--- src/rtl/fir_decim_dump_if.sv ---
// Handshake and status bundle between the FIR-side producer, the
// integrate-and-dump decimator and the downstream consumer.
interface fir_decim_dump_if;
  logic               clear;
  logic               in_valid;
  logic signed [15:0] in_data;
  logic               out_valid;
  logic               out_ready;
  logic signed [15:0] out_data;
  logic               sat;
  logic               overflow;
  logic [3:0]         level;

  // Driver side: feeds samples and consumes results.
  modport master (
    output clear, in_valid, in_data, out_ready,
    input  out_valid, out_data, sat, overflow, level
  );

  // Decimator side.
  modport slave (
    input  clear, in_valid, in_data, out_ready,
    output out_valid, out_data, sat, overflow, level
  );
endinterface

--- src/rtl/fir_decim_dump.sv ---
// Integrate-and-dump decimator: sums DECIM valid FIR samples, shifts and
// saturates the block sum, and queues results in a small FIFO read out
// through a valid/ready handshake. All outputs come straight from flops.
module fir_decim_dump #(
  parameter int DECIM      = 4,
  parameter int SHIFT      = 2,
  parameter int FIFO_DEPTH = 4
) (
  input logic              clk,
  input logic              rst,
  fir_decim_dump_if.slave  bus
);

  localparam int         PTR_W      = (FIFO_DEPTH > 1) ? $clog2(FIFO_DEPTH) : 1;
  localparam logic [3:0] LAST_PHASE = 4'(DECIM - 1);
  localparam logic [3:0] DEPTH_L    = 4'(FIFO_DEPTH);

  // Clamp a 20-bit value into 16-bit signed range; bit 16 flags clamping.
  function automatic logic [16:0] sat16(input logic signed [19:0] v);
    logic [16:0] r;
    if (v > 20'sh0_7FFF) begin
      r = {1'b1, 16'h7FFF};
    end else if (v < 20'shF_8000) begin
      r = {1'b1, 16'h8000};
    end else begin
      r = {1'b0, v[15:0]};
    end
    return r;
  endfunction

  logic signed [19:0] acc_r;
  logic [3:0]         phase_r;
  logic [15:0]        mem_r [FIFO_DEPTH];
  logic [PTR_W-1:0]   rd_ptr_r;
  logic [PTR_W-1:0]   wr_ptr_r;
  logic [3:0]         count_r;
  logic               out_valid_r;
  logic [15:0]        out_data_r;
  logic               sat_r;
  logic               overflow_r;

  logic signed [19:0] din_ext_s;
  logic signed [19:0] sum_s;
  logic signed [19:0] shifted_s;
  logic [16:0]        sat_res_s;
  logic               dump_s;
  logic               pop_s;
  logic               full_s;
  logic               push_s;
  logic               drop_s;
  logic [3:0]         count_nx_s;
  logic [PTR_W-1:0]   rd_nx_s;
  logic [15:0]        head_nx_s;

  assign din_ext_s = {{4{bus.in_data[15]}}, bus.in_data};
  assign sum_s     = acc_r + din_ext_s;
  assign shifted_s = sum_s >>> SHIFT;
  assign sat_res_s = sat16(shifted_s);

  assign dump_s = bus.in_valid && !bus.clear && (phase_r == LAST_PHASE);
  assign pop_s  = out_valid_r && bus.out_ready;
  assign full_s = (count_r == DEPTH_L);
  // A full FIFO still accepts a push when the head leaves on the same edge.
  assign push_s = dump_s && (!full_s || pop_s);
  assign drop_s = dump_s && full_s && !pop_s;

  // Next occupancy, read pointer and head word, with write-through when the
  // freshly pushed result becomes the head.
  always_comb begin
    count_nx_s = count_r;
    rd_nx_s    = rd_ptr_r;
    head_nx_s  = 16'h0000;
    if (push_s && !pop_s) begin
      count_nx_s = count_r + 4'd1;
    end else if (!push_s && pop_s) begin
      count_nx_s = count_r - 4'd1;
    end else begin
      count_nx_s = count_r;
    end
    if (pop_s) begin
      rd_nx_s = rd_ptr_r + PTR_W'(1'b1);
    end else begin
      rd_nx_s = rd_ptr_r;
    end
    if (count_nx_s == 4'd0) begin
      head_nx_s = 16'h0000;
    end else if (push_s && (rd_nx_s == wr_ptr_r)) begin
      head_nx_s = sat_res_s[15:0];
    end else begin
      head_nx_s = mem_r[rd_nx_s];
    end
  end

  // Accumulator and phase: clear wins over a sample, dump restarts the block.
  always_ff @(posedge clk or posedge rst) begin
    if (rst) begin
      acc_r   <= 20'sd0;
      phase_r <= 4'd0;
    end else if (bus.clear) begin
      acc_r   <= 20'sd0;
      phase_r <= 4'd0;
    end else if (bus.in_valid) begin
      if (phase_r == LAST_PHASE) begin
        acc_r   <= 20'sd0;
        phase_r <= 4'd0;
      end else begin
        acc_r   <= sum_s;
        phase_r <= phase_r + 4'd1;
      end
    end
  end

  // FIFO storage; contents are wiped on reset so nothing stale can surface.
  always_ff @(posedge clk or posedge rst) begin
    if (rst) begin
      for (int i = 0; i < FIFO_DEPTH; i++) begin
        mem_r[i] <= 16'h0000;
      end
    end else if (push_s) begin
      mem_r[wr_ptr_r] <= sat_res_s[15:0];
    end
  end

  // FIFO pointers, occupancy and registered output port values.
  always_ff @(posedge clk or posedge rst) begin
    if (rst) begin
      rd_ptr_r    <= '0;
      wr_ptr_r    <= '0;
      count_r     <= 4'd0;
      out_valid_r <= 1'b0;
      out_data_r  <= 16'h0000;
      sat_r       <= 1'b0;
      overflow_r  <= 1'b0;
    end else begin
      rd_ptr_r    <= rd_nx_s;
      if (push_s) begin
        wr_ptr_r <= wr_ptr_r + PTR_W'(1'b1);
      end
      count_r     <= count_nx_s;
      out_valid_r <= (count_nx_s != 4'd0);
      out_data_r  <= head_nx_s;
      sat_r       <= dump_s && sat_res_s[16];
      if (drop_s) begin
        overflow_r <= 1'b1;
      end
    end
  end

  assign bus.out_valid = out_valid_r;
  assign bus.out_data  = out_data_r;
  assign bus.sat       = sat_r;
  assign bus.overflow  = overflow_r;
  assign bus.level     = count_r;

endmodule

--- src/flat_wrapper.sv ---
// flat-port wrapper written by rule: the top's interface ports become plain ports
module fir_decim_dump_flat 
#(
  parameter int DECIM      = 4,
  parameter int SHIFT      = 2,
  parameter int FIFO_DEPTH = 4
)
  (clk, rst, bus_clear, bus_in_valid, bus_in_data, bus_out_ready, bus_out_valid, bus_out_data, bus_sat, bus_overflow, bus_level);
  fir_decim_dump_if bus_i ();
  input logic clk;
  input logic rst;
  input wire logic [$bits(bus_i.clear)-1:0] bus_clear;
  input wire logic [$bits(bus_i.in_valid)-1:0] bus_in_valid;
  input wire logic [$bits(bus_i.in_data)-1:0] bus_in_data;
  input wire logic [$bits(bus_i.out_ready)-1:0] bus_out_ready;
  output wire logic [$bits(bus_i.out_valid)-1:0] bus_out_valid;
  output wire logic [$bits(bus_i.out_data)-1:0] bus_out_data;
  output wire logic [$bits(bus_i.sat)-1:0] bus_sat;
  output wire logic [$bits(bus_i.overflow)-1:0] bus_overflow;
  output wire logic [$bits(bus_i.level)-1:0] bus_level;
  assign bus_i.clear = bus_clear;
  assign bus_i.in_valid = bus_in_valid;
  assign bus_i.in_data = bus_in_data;
  assign bus_i.out_ready = bus_out_ready;
  assign bus_out_valid = bus_i.out_valid;
  assign bus_out_data = bus_i.out_data;
  assign bus_sat = bus_i.sat;
  assign bus_overflow = bus_i.overflow;
  assign bus_level = bus_i.level;
  fir_decim_dump #(.DECIM(DECIM), .SHIFT(SHIFT), .FIFO_DEPTH(FIFO_DEPTH)) u_core (.clk(clk), .rst(rst), .bus(bus_i));
endmodule
--- config.mk ---
export PLATFORM = sky130hd
export DESIGN_NAME = fir_decim_dump_flat
export DESIGN_NICKNAME = d
export VERILOG_FILES = /design/src/rtl/fir_decim_dump_if.sv /design/src/rtl/fir_decim_dump.sv /design/src/flat_wrapper.sv
export SDC_FILE = /design/constraint.sdc
export NUM_CORES = 1
export LEC_CHECK = 0
export ABC_AREA = 1
export ABC_CLOCK_PERIOD_IN_PS = 2900
export BUFFER_PORTS_ARGS = -buffer_cell sky130_fd_sc_hd__buf_2
export CAP_MARGIN = 0
export CORE_MARGIN = 1.5
export CORE_UTILIZATION = 50
export CTS_BUF_LIST = sky130_fd_sc_hd__clkbuf_8
export DETAILED_ROUTE_END_ITERATION = 8
export GPL_ROUTABILITY_DRIVEN = 0
export GPL_TIMING_DRIVEN = 0
export MAX_ROUTING_LAYER = met4
export PLACE_DENSITY = 0.73
export SETUP_SLACK_MARGIN = 0.02
export SYNTH_ARGS = -nofsm -noshare
export SYNTH_HDL_FRONTEND = slang
export SYNTH_SLANG_ARGS = --single-unit
--- constraint.sdc ---
create_clock -name clk -period 2.9 [get_ports clk]
set_input_delay 0.145 -clock clk [delete_from_list [all_inputs] [get_ports clk]]
set_output_delay 0.145 -clock clk [all_outputs]
set_load 0.1 [all_outputs]
==> impl_metrics.yaml <==
detailed_routing:
  drt_iter0_markers: 501
  detail_route.wl_per_cell_um: 14.1
  vias: 5773
  first_pass_iters: 5
  viasPerCell: 5.08
  ant_nets: 0
  routed_wl_um: 16100
  drcViolationCount: 0
floorplanning:
  initial_core_util: 0.513
  die_width_um: 117
  dieArea_sq_um: 13600
  io_pins: 44
  die_h_um: 117
  core-area_sq_um: 12600
  rows: 41
synthesis:
  avgSynthCellArea_sq_um: 7.32
  syn-num-nets: 933
  synth_top_area_cell: "dfrtp_1"
  synth_seq_cells: 115
  synth_ff_type: "dfrtp_1"
  synth_edf_count: 0
  synth_area_leaders: "dfrtp_1 44%, nand2_1 20%, inv_1 5.5%"
  yosys_warnings: 0
  synthArstFlopShare: 1.00
  synth.cell_area_sq_um: 6480
  syn_inst: 885
  synth.top_cell.area_share: 0.444
  seq_area_frac_synth: 0.444
  ys_types: 34
power_and_ir_drop:
  combinationalPowerShare: 0.488
  switching_share: 0.464
  power.density_nw_per_um2: 1060
  peakVddDrop_v: 0.000660
  p_switching_mw: 3.68
  leakage_nw: 4.16
  clkPwrFrac: 0.218
  pwr-share-seq: 0.294
  p_int_mw: 4.25
cells_and_area:
  multi_input_area_sq_um: 3090
  fill_cells: 1236
  syn_to_final_growth_pct: 15.0
  regArea_sq_um: 2880
  fin_nets: 999
  drive_gt1_frac: 0.110
  mostFrequentLayoutCells: "348 x nand2_1, 115 x dfrtp_1, 96 x inv_1"
  antenna_cells: 0
  final_common_cell: "nand2_1"
placement:
  dpl.hpwl_um: 11800
  io_buffer_count: 43
setup_path:
  cp_max_fo: 10
  path_class: "flop to flop"
  critPathArrivalTime_ns: 3.02
  worst_ep_required_time_ns: 3.28
  crit_slowest_cell: "fa_1"
  cp-end-kind: "flop"
  start_kind: "flop"
  crit_path_cell_trace: "ha_1 > inv_1 > fa_1 > inv_1 > nand3_1 > nand3_1 > nand2_1 > nand2_1 > nand2_1 > nand2_1 > nand2_1 > nand2_2 > buf_4 > nand2_1 > nand2_1 > nand2_1 > nand2_1"
  crit_path_max_incr_delay_ns: 0.43
  crit_top_cell: "nand2_1"
clock_tree:
  cts_root_buffer: "clkbuf_8"
  clkTransAtPathRegs_ns: 0.07
  clk_latency_ns: 0.45
  cts_buffers: 17
  cts_resized: 0
  cts_buffer_depth: 2
  tritoncts: "done"
  htreeDepth: 4
  clock-sinks: 115
timing:
  slew-limit-headroom: 0.484
  fin_crit_sh: 0.911
  fmax_ghz: 0.378
  whs_ns: 0.0319
  fin_crit_ns: 2.64
  slew_viol_final: 0
  setup_viol: 0
  tns_ns: 0
  hold_viol: 0
  rsz0062_at_grt: "false"
  skew_ns: 0.00868
  worstMarginPinSlew_ns: 0.771
flow_run:
  max_cap_violations: 0
global_route:
  antenna_found_initial: 0
  grt_max_degree: 39
  grtUsageTotal: 0.269
  grt_pass1_vias: 5485
  grt.overflow.total: 0
  grt_pass1_wl_um: 26800
hold_path:
  hold_path_class: "input pin to flop"
status:
  outcome: "finished clean"
-- final cells by class --
class,instances,area share
clock inverters,12,0.0249
well taps,172,0.0289
plain buffers,29,0.0178
repair buffers,47,0.0393
flip-flops and latches,115,0.386
inverters,99,0.0504
clock buffers,20,0.0370
multi-input cells,642,0.415
-- state kept, by name, summed over array words and instances, names as in the netlist --
signal / count
u_core.acc_r: 20
u_core.bus.level: 4
u_core.bus.out_data: 16
u_core.bus.out_valid: 1
u_core.bus.overflow: 1
u_core.bus.sat: 1
u_core.mem_r: 64
u_core.phase_r: 4
u_core.rd_ptr_r: 2
u_core.wr_ptr_r: 2
-- cells in the mapped netlist (3+ instances only) --
master    instances
o22ai_1          21
nand4_1           4
buf_1             4
a21oi_1          20
nor3_1            3
nor2_1           82
xnor2_1           7
nand2_1         348
nand3_1          35
dfrtp_1         115
ha_1             26
clkbuf_1         15
nand2_2           4
inv_1            95
inv_2             4
xor2_1           13
buf_2             7
o21ai_0          56
nor2_4            3
o21bai_1          4
-- critical path: cells and delay by family (launching register included) --
kind | cells | cell delay, ns
DFF | 1 | 0.35
and+or+nand+nor | 12 | 1.24
buffers and inverters | 3 | 0.36
adders and majority gates | 2 | 0.63
-- cell families after synthesis --
logic type | count (synthesis) | synth area share
buffers and inverters | 128 | 0.0779
flip-flops | 115 | 0.444
AO/OA/AOI/OAI | 107 | 0.0902
AND/OR/NAND/NOR | 486 | 0.302
adder cells (fa/ha/maj) | 27 | 0.0533
XOR/XNOR | 22 | 0.0321
-- per-stage QoR --
step / utilization / instance area (sq um) / instances / total power [mW] / worst slack, ns
floorplan: - / 6480 / 885 / 5.35 / 0.213
global placement: 0.548 / 6910 / 1100 / 6.13 / 0.314
detailed placement: 0.553 / 6980 / 1103 / 6.18 / 0.302
CTS: 0.590 / 7450 / 1136 / 7.93 / 0.281
global route: 0.590 / 7450 / 1136 / 8.55 / 0.0325
finish: 0.590 / 7450 / 1136 / 7.93 / 0.257
-- worst paths after layout --
kind / start / to / slack [ns] / cells past startpoint
max: u_core.acc_r[0] / u_core.mem_r[51] / 0.26 / 17
min reg2reg: u_core.mem_r[25] / u_core.mem_r[25] / 0.47 / 2
min in group asynchronous: rst / u_core.mem_r[3] / 0.29 / 3
max in group asynchronous: rst / u_core.mem_r[12] / 2.04 / 4
min: bus_in_data[0] / u_core.acc_r[0] / 0.03 / 4
max reg2reg: u_core.acc_r[0] / u_core.mem_r[51] / 0.26 / 17
-- per-layer routing --
layer | wire length (um) | GRT usage | up-vias
met5 | 0 | - | -
met4 | 321 | 0.103 | 0
met3 | 956 | 0.0618 | 26
met2 | 7110 | 0.396 | 164
met1 | 7680 | 0.363 | 2689
li1 | - | - | 2894
-- power by group through the flow --
| stage | Combinational (mW) | Clock [mW] | Sequential [mW] |
|---|---|---|---|
| floorplan | 2.20 | 0 | 3.15 |
| global placement | 3.78 | 0 | 2.35 |
| detailed placement | 3.83 | 0 | 2.35 |
| CTS | 3.85 | 1.75 | 2.33 |
| global route | 4.33 | 1.83 | 2.39 |
| finish | 3.87 | 1.73 | 2.33 |
-- what timing repair did --
item,4_1_cts,5_1_grt
setup buffers,0,0
hold endpoints to repair,17,0
hold buffers,1,0
Power figures use the tool's default switching activity.
